### config.mk
export PLATFORM = sky130hd
export DESIGN_NAME = pwm_multi_duty_ctrl
export DESIGN_NICKNAME = d
export VERILOG_FILES = /design/src/rtl/pwm_pkg.sv /design/src/rtl/pwm_btn_repeat.sv /design/src/rtl/pwm_multi_duty_ctrl.sv
export SDC_FILE = /design/constraint.sdc
export NUM_CORES = 1
export LEC_CHECK = 0
export CORE_ASPECT_RATIO = 0.8
export CORE_UTILIZATION = 54
export DETAILED_ROUTE_END_ITERATION = 7
export PLACE_DENSITY_LB_ADDON = 0.25
export SLEW_MARGIN = 25
export SYNTH_ARGS = -nofsm -noshare
export SYNTH_HDL_FRONTEND = slang
export SYNTH_SLANG_ARGS = --single-unit
### constraint.sdc
create_clock -name slow_clk -period 2.2 [get_ports slow_clk]
set_clock_uncertainty 0.2 [all_clocks]
set_input_delay 0.44 -clock slow_clk [delete_from_list [all_inputs] [get_ports slow_clk]]
set_output_delay 0.44 -clock slow_clk [all_outputs]
set_load 0.03 [all_outputs]
### src/rtl/pwm_pkg.sv
// Shared PWM constants, button-repeat state encoding and a width helper.
package pwm_pkg;

  localparam int unsigned N_CH_DEF       = 2;
  localparam int unsigned PWM_PERIOD_DEF = 100;
  localparam int unsigned STEP_DEF       = 10;
  localparam int unsigned INIT_DUTY_DEF  = 50;
  localparam int unsigned HOLD_CYC_DEF   = 20;
  localparam int unsigned REPEAT_CYC_DEF = 5;

  typedef enum logic [1:0] {
    BTN_IDLE = 2'd0,
    BTN_HOLD = 2'd1,
    BTN_RPT  = 2'd2
  } btn_state_t;

  // $clog2 that never returns less than 1, so it is always usable as a width.
  function automatic int unsigned clog2_safe(input int unsigned n);
    return (n <= 32'd2) ? 32'd1 : $clog2(n);
  endfunction

endpackage

### src/rtl/pwm_btn_repeat.sv
// Edge detect plus hold-to-repeat for one debounced button; emits 1-cycle event pulses.
module pwm_btn_repeat
  import pwm_pkg::*;
#(
  parameter int unsigned HOLD_CYC   = HOLD_CYC_DEF,
  parameter int unsigned REPEAT_CYC = REPEAT_CYC_DEF
) (
  input  logic slow_clk,
  input  logic rst,
  input  logic btn,
  output logic pulse
);

  localparam int unsigned MAX_CYC = (HOLD_CYC > REPEAT_CYC) ? HOLD_CYC : REPEAT_CYC;
  localparam int unsigned CW      = clog2_safe(MAX_CYC + 1);

  btn_state_t    state, state_nxt;
  logic [CW-1:0] cnt, cnt_nxt;
  logic          btn_q;
  logic          pulse_nxt;

  always_ff @(posedge slow_clk or negedge rst) begin
    if (!rst) begin
      state <= BTN_IDLE;
      cnt   <= '0;
      btn_q <= 1'b0;
      pulse <= 1'b0;
    end else begin
      state <= state_nxt;
      cnt   <= cnt_nxt;
      btn_q <= btn;
      pulse <= pulse_nxt;
    end
  end

  // Rise fires at once; HOLD_CYC cycles later repeat starts, then every REPEAT_CYC.
  always_comb begin
    state_nxt = state;
    cnt_nxt   = cnt;
    pulse_nxt = 1'b0;
    if (!btn) begin
      state_nxt = BTN_IDLE;
      cnt_nxt   = '0;
    end else begin
      case (state)
        BTN_IDLE: begin
          if (!btn_q) begin
            pulse_nxt = 1'b1;
            cnt_nxt   = CW'(1);
            state_nxt = (HOLD_CYC == 0) ? BTN_IDLE : BTN_HOLD;
          end
        end
        BTN_HOLD: begin
          if (cnt == CW'(HOLD_CYC)) begin
            pulse_nxt = 1'b1;
            cnt_nxt   = CW'(1);
            state_nxt = BTN_RPT;
          end else begin
            cnt_nxt = cnt + 1'b1;
          end
        end
        BTN_RPT: begin
          if (cnt == CW'(REPEAT_CYC)) begin
            pulse_nxt = 1'b1;
            cnt_nxt   = CW'(1);
          end else begin
            cnt_nxt = cnt + 1'b1;
          end
        end
        default: begin
          state_nxt = BTN_IDLE;
          cnt_nxt   = '0;
        end
      endcase
    end
  end

endmodule

### src/rtl/pwm_multi_duty_ctrl.sv
// N-channel PWM with button-driven duty of the selected channel, applied at period boundaries.
module pwm_multi_duty_ctrl
  import pwm_pkg::*;
#(
  parameter int unsigned N_CH       = N_CH_DEF,
  parameter int unsigned PERIOD     = PWM_PERIOD_DEF,
  parameter int unsigned STEP       = STEP_DEF,
  parameter int unsigned INIT_DUTY  = INIT_DUTY_DEF,
  parameter int unsigned HOLD_CYC   = HOLD_CYC_DEF,
  parameter int unsigned REPEAT_CYC = REPEAT_CYC_DEF
) (
  input  logic                                     slow_clk,
  input  logic                                     rst,
  input  logic                                     pb_inc,
  input  logic                                     pb_dec,
  input  logic                                     pb_sel,
  output logic [N_CH-1:0]                          pwm_out,
  output logic [N_CH*clog2_safe(PERIOD+1)-1:0]     duty_bus,
  output logic [clog2_safe(N_CH)-1:0]              sel_ch
);

  localparam int unsigned DW  = clog2_safe(PERIOD + 1);
  localparam int unsigned DW1 = DW + 1;
  localparam int unsigned SW  = clog2_safe(N_CH);

  logic          evt_inc, evt_dec, evt_sel;
  logic          step_en;
  logic [DW-1:0] cnt;
  logic          last_cnt;

  pwm_btn_repeat #(.HOLD_CYC(HOLD_CYC), .REPEAT_CYC(REPEAT_CYC)) u_inc (
    .slow_clk(slow_clk), .rst(rst), .btn(pb_inc), .pulse(evt_inc)
  );

  pwm_btn_repeat #(.HOLD_CYC(HOLD_CYC), .REPEAT_CYC(REPEAT_CYC)) u_dec (
    .slow_clk(slow_clk), .rst(rst), .btn(pb_dec), .pulse(evt_dec)
  );

  pwm_btn_repeat #(.HOLD_CYC(0), .REPEAT_CYC(1)) u_sel (
    .slow_clk(slow_clk), .rst(rst), .btn(pb_sel), .pulse(evt_sel)
  );

  // Simultaneous inc and dec cancel each other.
  assign step_en  = evt_inc ^ evt_dec;
  assign last_cnt = (cnt == DW'(PERIOD - 1));

  always_ff @(posedge slow_clk or negedge rst) begin
    if (!rst) begin
      cnt <= '0;
    end else if (last_cnt) begin
      cnt <= '0;
    end else begin
      cnt <= cnt + 1'b1;
    end
  end

  always_ff @(posedge slow_clk or negedge rst) begin
    if (!rst) begin
      sel_ch <= '0;
    end else if (evt_sel) begin
      sel_ch <= (sel_ch == SW'(N_CH - 1)) ? '0 : sel_ch + 1'b1;
    end
  end

  for (genvar i = 0; i < N_CH; i++) begin : g_ch
    logic [DW-1:0]  shadow, active;
    logic           pwm_q;
    logic [DW1-1:0] wide, up_val, dn_val;

    // Saturating step, computed one bit wider so nothing can wrap.
    always_comb begin
      wide   = {1'b0, shadow};
      up_val = wide + DW1'(STEP);
      if (up_val > DW1'(PERIOD)) begin
        up_val = DW1'(PERIOD);
      end
      dn_val = (wide < DW1'(STEP)) ? '0 : wide - DW1'(STEP);
    end

    always_ff @(posedge slow_clk or negedge rst) begin
      if (!rst) begin
        shadow <= DW'(INIT_DUTY);
        active <= DW'(INIT_DUTY);
        pwm_q  <= 1'b0;
      end else begin
        if (step_en && (sel_ch == SW'(i))) begin
          shadow <= evt_inc ? up_val[DW-1:0] : dn_val[DW-1:0];
        end
        if (last_cnt) begin
          active <= shadow;
        end
        pwm_q <= (cnt < active);
      end
    end

    assign pwm_out[i]            = pwm_q;
    assign duty_bus[i*DW +: DW]  = active;
  end

endmodule

# After elaboration in Yosys (flattened, before gate mapping)

Index checks and enable logic that the tools add are counted.

Register bits after elaboration: 61
Output and inout port bits: 17
Word-level logic and storage cells: 115

Add/subtract/negate cells: 9
Magnitude comparators: 6
Equal/unequal tests: 20
Muxes and demuxes: 50
Bitwise logic cells: 2
Reduce and logical (&&, ||, !) cells: 8

Operators with widths:

| kind                  | count |
|---|---|
| $mux W7               | 7 |
| $mux W5               | 8 |
| $pmux W5 S3           | 2 |
| $mux W2               | 9 |
| $pmux W2 S3           | 3 |
| $mux W1               | 17 |
| $add A7 B4 Y8 const B | 2 |
| $gt A8 B7 Y1 const B  | 2 |
| $lt A7 B4 Y1 const B  | 2 |
| $lt A7 B7 Y1          | 2 |
| $sub A7 B4 Y7 const B | 2 |
| $ne A3 B3 Y1 const B  | 4 |
| $pmux W1 S3           | 4 |
| $add A5 B1 Y5 const B | 2 |
| $eq A5 B3 Y1 const B  | 2 |
| $eq A5 B5 Y1 const B  | 2 |
| $reduce_and A3 Y1     | 3 |
| $add A7 B1 Y7 const B | 1 |
| $eq A7 B7 Y1 const B  | 1 |
| $eq A2 B1 Y1 const B  | 3 |
| $eq A2 B2 Y1 const B  | 3 |
| $logic_not A2 Y1      | 3 |
| $ne A2 B2 Y1 const B  | 3 |
| $ne A3 B2 Y1 const B  | 2 |
| other kinds (4)       | 6 |

# Logic depth before layout (Yosys ltp)

Depth after elaboration: 4
Gate-level depth with buffers: 9
Gate-level depth less buffers: 8

# Modules after synthesis

A second synthesis with hierarchy kept.

Cells, all modules: 369
Area total of the unflattened synthesis: 3497.1 sq um

Modules (own cells, without submodules):

| module                      | times used | cells an instance | area an instance (sq um) | seq. area each (sq um) |
|---|---|---|---|---|
| pwm_multi_duty_ctrl         | 1          | 264               | 2399.8                   | 865.8 |
| pwm_btn_repeat at u_dec ... | 2          | 51                | 516.7                    | 225.2 |
| pwm_btn_repeat at u_sel     | 1          | 3                 | 63.8                     | 50.0 |

# Least setup slack after synthesis

OpenSTA, ideal clock, no wires.

Path type: reg-to-reg
Start: register g_ch[1].shadow[1]
End: register g_ch[1].shadow[3]
Library setup time: 128 ps
Data arrival time: 1873 ps
Data required time: 1872 ps
Slack: -1 ps
Stages on the path, launching flop included: 9
Path buffers: 1
Period minus slack after synthesis: 2201 ps
Cells stage by stage: dfstp_2 > buf_2 > inv_1 > ha_1 > and3_1 > a22oi_1 > o22ai_2 > a221oi_1 > o22ai_1

Word-level cells in the longest chain between the ends: 4

RTL lines:

| element                | RTL line                  | text |
|---|---|---|
| start, declared        | pwm_multi_duty_ctrl.sv:66 | `logic [DW-1:0] shadow, active;` |
| start signal, assigned | pwm_multi_duty_ctrl.sv:82 | `shadow <= DW'(INIT_DUTY);` |
| start signal, assigned | pwm_multi_duty_ctrl.sv:87 | `shadow <= evt_inc ? up_val[DW-1:0] : dn_val[DW-1:0];` |
| $add A7 B4 Y8          | pwm_multi_duty_ctrl.sv:73 | `up_val = wide + DW1'(STEP);` |
| $gt A8 B7 Y1           | pwm_multi_duty_ctrl.sv:74 | `if (up_val > DW1'(PERIOD)) begin` |
| $mux W7                | pwm_multi_duty_ctrl.sv:74 |  |
| $mux W7 *              | pwm_multi_duty_ctrl.sv:87 |  |

Every way passes the cells marked *; elsewhere a longest branch is shown, timed or not.
A chain may end at the register's enable or synchronous reset.

# Final worst setup path

Start: register g_ch[1].shadow[2]
End: register g_ch[1].shadow[4]

Same word-level chain as after synthesis.

==> impl_metrics.env <==
export IMPL_status="finished, final reports clean"
export IMPL_ys_seq_elements=54
export IMPL_leakage_nw=1.828
export IMPL_yosysTopAreaCellShare_pct=30.16
export IMPL_area_growth_pct=17.77
export IMPL_clk_pin_slew_ps=100
export IMPL_path_buf_inv=2
export IMPL_h_tree_depth=2
export IMPL_synth_main_ff_cell="dfrtp_1"
export IMPL_initial_core_util_pct=57.42
export IMPL_finalCritPeriodShare_pct=99.13
export IMPL_synth_edff_count=0
export IMPL_final_antenna_net_count=0
export IMPL_ios=22
export IMPL_synth_warnings=0
export IMPL_fp_dieW_um=91.81
export IMPL_async_reset_ff_share_pct=100.0
export IMPL_max_freq_ghz=0.4586
export IMPL_antenna_found_initial=0
export IMPL_pre_cts_ws_ps=-17.05
export IMPL_num_antenna_cells=0
export IMPL_path_delay_family="compound AO/OA/AOI/OAI gates"
export IMPL_power_mw=3.970
export IMPL_port_buffers=19
export IMPL_final_cell_count_no_fill=513
export IMPL_combPwrFrac_pct=47.9
export IMPL_rsz0062_at_grt="true"
export IMPL_cp_cell_sequence="ha_4 > o21ai_0 > buf_4 > o21ai_0 > a32o_1 > o22ai_2 > buf_4 > a21oi_1 > o22ai_1"
export IMPL_slowest_stage="dfrtp_1"
export IMPL_synth_top_family_by_area="compound AO/OA/AOI/OAI gates"
export IMPL_dp_cells=501
export IMPL_viasPerCell=5.945
export IMPL_fillers=499
export IMPL_hp_class="flop to flop"
export IMPL_core_um2=6068
export IMPL_drv_slew=0
export IMPL_setup_tns_final_ps=0
export IMPL_drt_wl_total_um=7885
export IMPL_grt_overflow=0
export IMPL_nets=459
export IMPL_p_switching_mw=1.637
export IMPL_vdd_ir_drop_max_mv=0.7580
export IMPL_synth_compound_area_share_pct=21.26
export IMPL_setup_ws_ps=19.24
export IMPL_synth_adder_area_share_pct=8.259
export IMPL_netlist_top_cells_count="dfrtp_1, nand2_1, o21ai_0"
export IMPL_die_h_um=73.85
export IMPL_synth_area_per_cell_um2=8.844
export IMPL_cts_root_buffer="clkbuf_8"
export IMPL_dr_first_iter_drc_count=213
export IMPL_cellPowerDensity_nw_per_um2=967.4
export IMPL_dp_hpwl_um=5644
export IMPL_synthMuxAreaShare_pct=2.406
export IMPL_via_count=3050
export IMPL_clk_latency_ps=320
export IMPL_wl_per_cell_um=15.37
export IMPL_track_usage_pct=24.63
export IMPL_synth_most_common_cell="dfrtp_1"
export IMPL_yosys_area_share_simple_pct=18.67
export IMPL_whs_ps=196.5
export IMPL_cts_buffers=5
export IMPL_cap_violations=0
export IMPL_rows=25
export IMPL_worstSetupPathType="flop to flop"
export IMPL_seq_power_share_pct=34.9
export IMPL_swShare_pct=41.23
export IMPL_yosys_area_share_xor_xnor_pct=3.016
export IMPL_cp_max_fo=5
export IMPL_synth_top_area_cell="dfrtp_1"
export IMPL_drcViolationCount=0
export IMPL_syn_area_um2=3485
export IMPL_synth_area_leaders="dfrtp_1, dfstp_2, ha_1"
export IMPL_power_internal_mw=2.333
export IMPL_grt_pass1_vias=2837
export IMPL_max_stage_delay_ps=410
export IMPL_clock_sinks=54
export IMPL_post_route_util_pct=67.63
export IMPL_die_area_um2=6780
export IMPL_place_gp_congestion=0.9403
export IMPL_worstPathArrival_ps=2220
export IMPL_end_kind="flop"
export IMPL_cp_start_kind="flop"
export IMPL_final_area_um2=4104
export IMPL_syn_inst=394
export IMPL_cts_tree="built"
export IMPL_cp_data_required_time_ps=2240
export IMPL_finalSetupViolations=0
export IMPL_grt_pass1_wl_um=13250
export IMPL_place_area_um2=3871
export IMPL_drtPass1Iterations=5
export IMPL_p_clk_share_pct=17.2
export IMPL_synth_cell_type_count=61
export IMPL_ys_seq_area_share_pct=39.21
export IMPL_grt_max_degree=26
export IMPL_ctsLongestPathBuffers=2
export IMPL_min_period_ps=2181
export IMPL_finalHoldViolations=0
export IMPL_post_route_cells_drive_above_1_share_pct=17.82
-- power by group through the flow --
stage | combinational (mW) | sequential, mW | clock, mW
3_3_place_gp | 1.60 | 1.37 | 0
5_1_grt | 2.10 | 1.41 | 0.728
2_1_floorplan | 1.22 | 1.28 | 0
4_1_cts | 1.73 | 1.37 | 0.695
6_report | 1.90 | 1.38 | 0.683
3_5_place_dp | 1.65 | 1.38 | 0
-- cell families after synthesis --
group / Yosys count
simple gates: 127
xor+xnor: 12
mux: 8
fa+ha+maj: 23
flops: 54
buf+inv: 52
other cells: 1
compound gates: 117
-- final cells by class --
type                       instances  area, um^2  share of cell area [%]
multi-input combinational        289        1952                   47.56
sequential                        54        1366                   33.29
timing repair buffer              53       466.7                   11.37
inverter                          28       105.1                   2.561
tap                               81       101.3                   2.470
clock buffer                       5       68.82                   1.677
clock inverter                     3       43.79                   1.067
-- worst reg2reg max path, stage by stage, from the launching register on --
cell     delay, ps
dfrtp_1        410
ha_4           180
o21ai_0        240
buf_4          170
o21ai_0         80
a32o_1         240
o22ai_2        220
buf_4          160
a21oi_1         60
o22ai_1        150
-- path summary, 6_finish.rpt --
kind	endpoint	slack (ps)	cells past startpoint	startpoint
setup / recovery	g_ch[1].shadow[4]	20	9	g_ch[1].shadow[2]
hold / removal	u_sel.pulse	200	1	u_sel.btn_q
setup reg to reg	g_ch[1].shadow[4]	20	9	g_ch[1].shadow[2]
hold reg to reg	u_sel.pulse	200	1	u_sel.btn_q
max in group asynchronous	g_ch[0].shadow[5]	740	3	rst
min in group asynchronous	g_ch[0].pwm_q	400	2	rst
-- registers in the layout, indices dropped and copies added, names as in the netlist, 2 cells and up --
signal and cells:
u_inc.cnt 5, u_dec.cnt 5, u_inc.state 2, g_ch.pwm_q 2
u_dec.state 2, g_ch.active 12, g_ch.shadow 12, cnt 7
-- cell usage in the layout (no fill, tap or decap), types with 4 or more instances in the layout --
| master | netlist | routed |
|---|---|---|
| clkbuf_8 | 2 | 5 |
| a22oi_1 | 4 | 4 |
| nand2_1 | 36 | 36 |
| dlymetal6s2s_1 | 0 | 5 |
| nand3_1 | 15 | 15 |
| xor2_1 | 9 | 9 |
| nor3_1 | 6 | 5 |
| inv_1 | 27 | 25 |
| buf_4 | 4 | 32 |
| and2_1 | 7 | 7 |
| o21ai_0 | 31 | 31 |
| dfrtp_1 | 42 | 42 |
| o21a_1 | 8 | 8 |
| ha_1 | 23 | 19 |
| nor2_1 | 24 | 24 |
| nand4_1 | 8 | 8 |
| nor2b_1 | 6 | 6 |
| nand2b_1 | 6 | 6 |
| o22ai_1 | 5 | 5 |
| a21oi_1 | 29 | 26 |
| mux2i_1 | 5 | 5 |
| a31oi_1 | 10 | 9 |
| dfstp_2 | 12 | 12 |
| clkdlybuf4s50_1 | 0 | 12 |
-- metal layers --
layer	vias to the layer above	global-route usage, %	wire (um)
li1	1470	-	-
met1	1468	34.34	3671
met2	101	40.60	3698
met5	-	0	0
met4	0	6.424	88
met3	11	3.727	426
-- timing repair --
action,CTS,global route
setup buffers,0,3
hold endpoints to repair,11,0
resized for setup,5,15
hold buffers,1,0
pin swaps,0,6
setup endpoints to repair,4,13
Power figures use the tool's default switching activity.
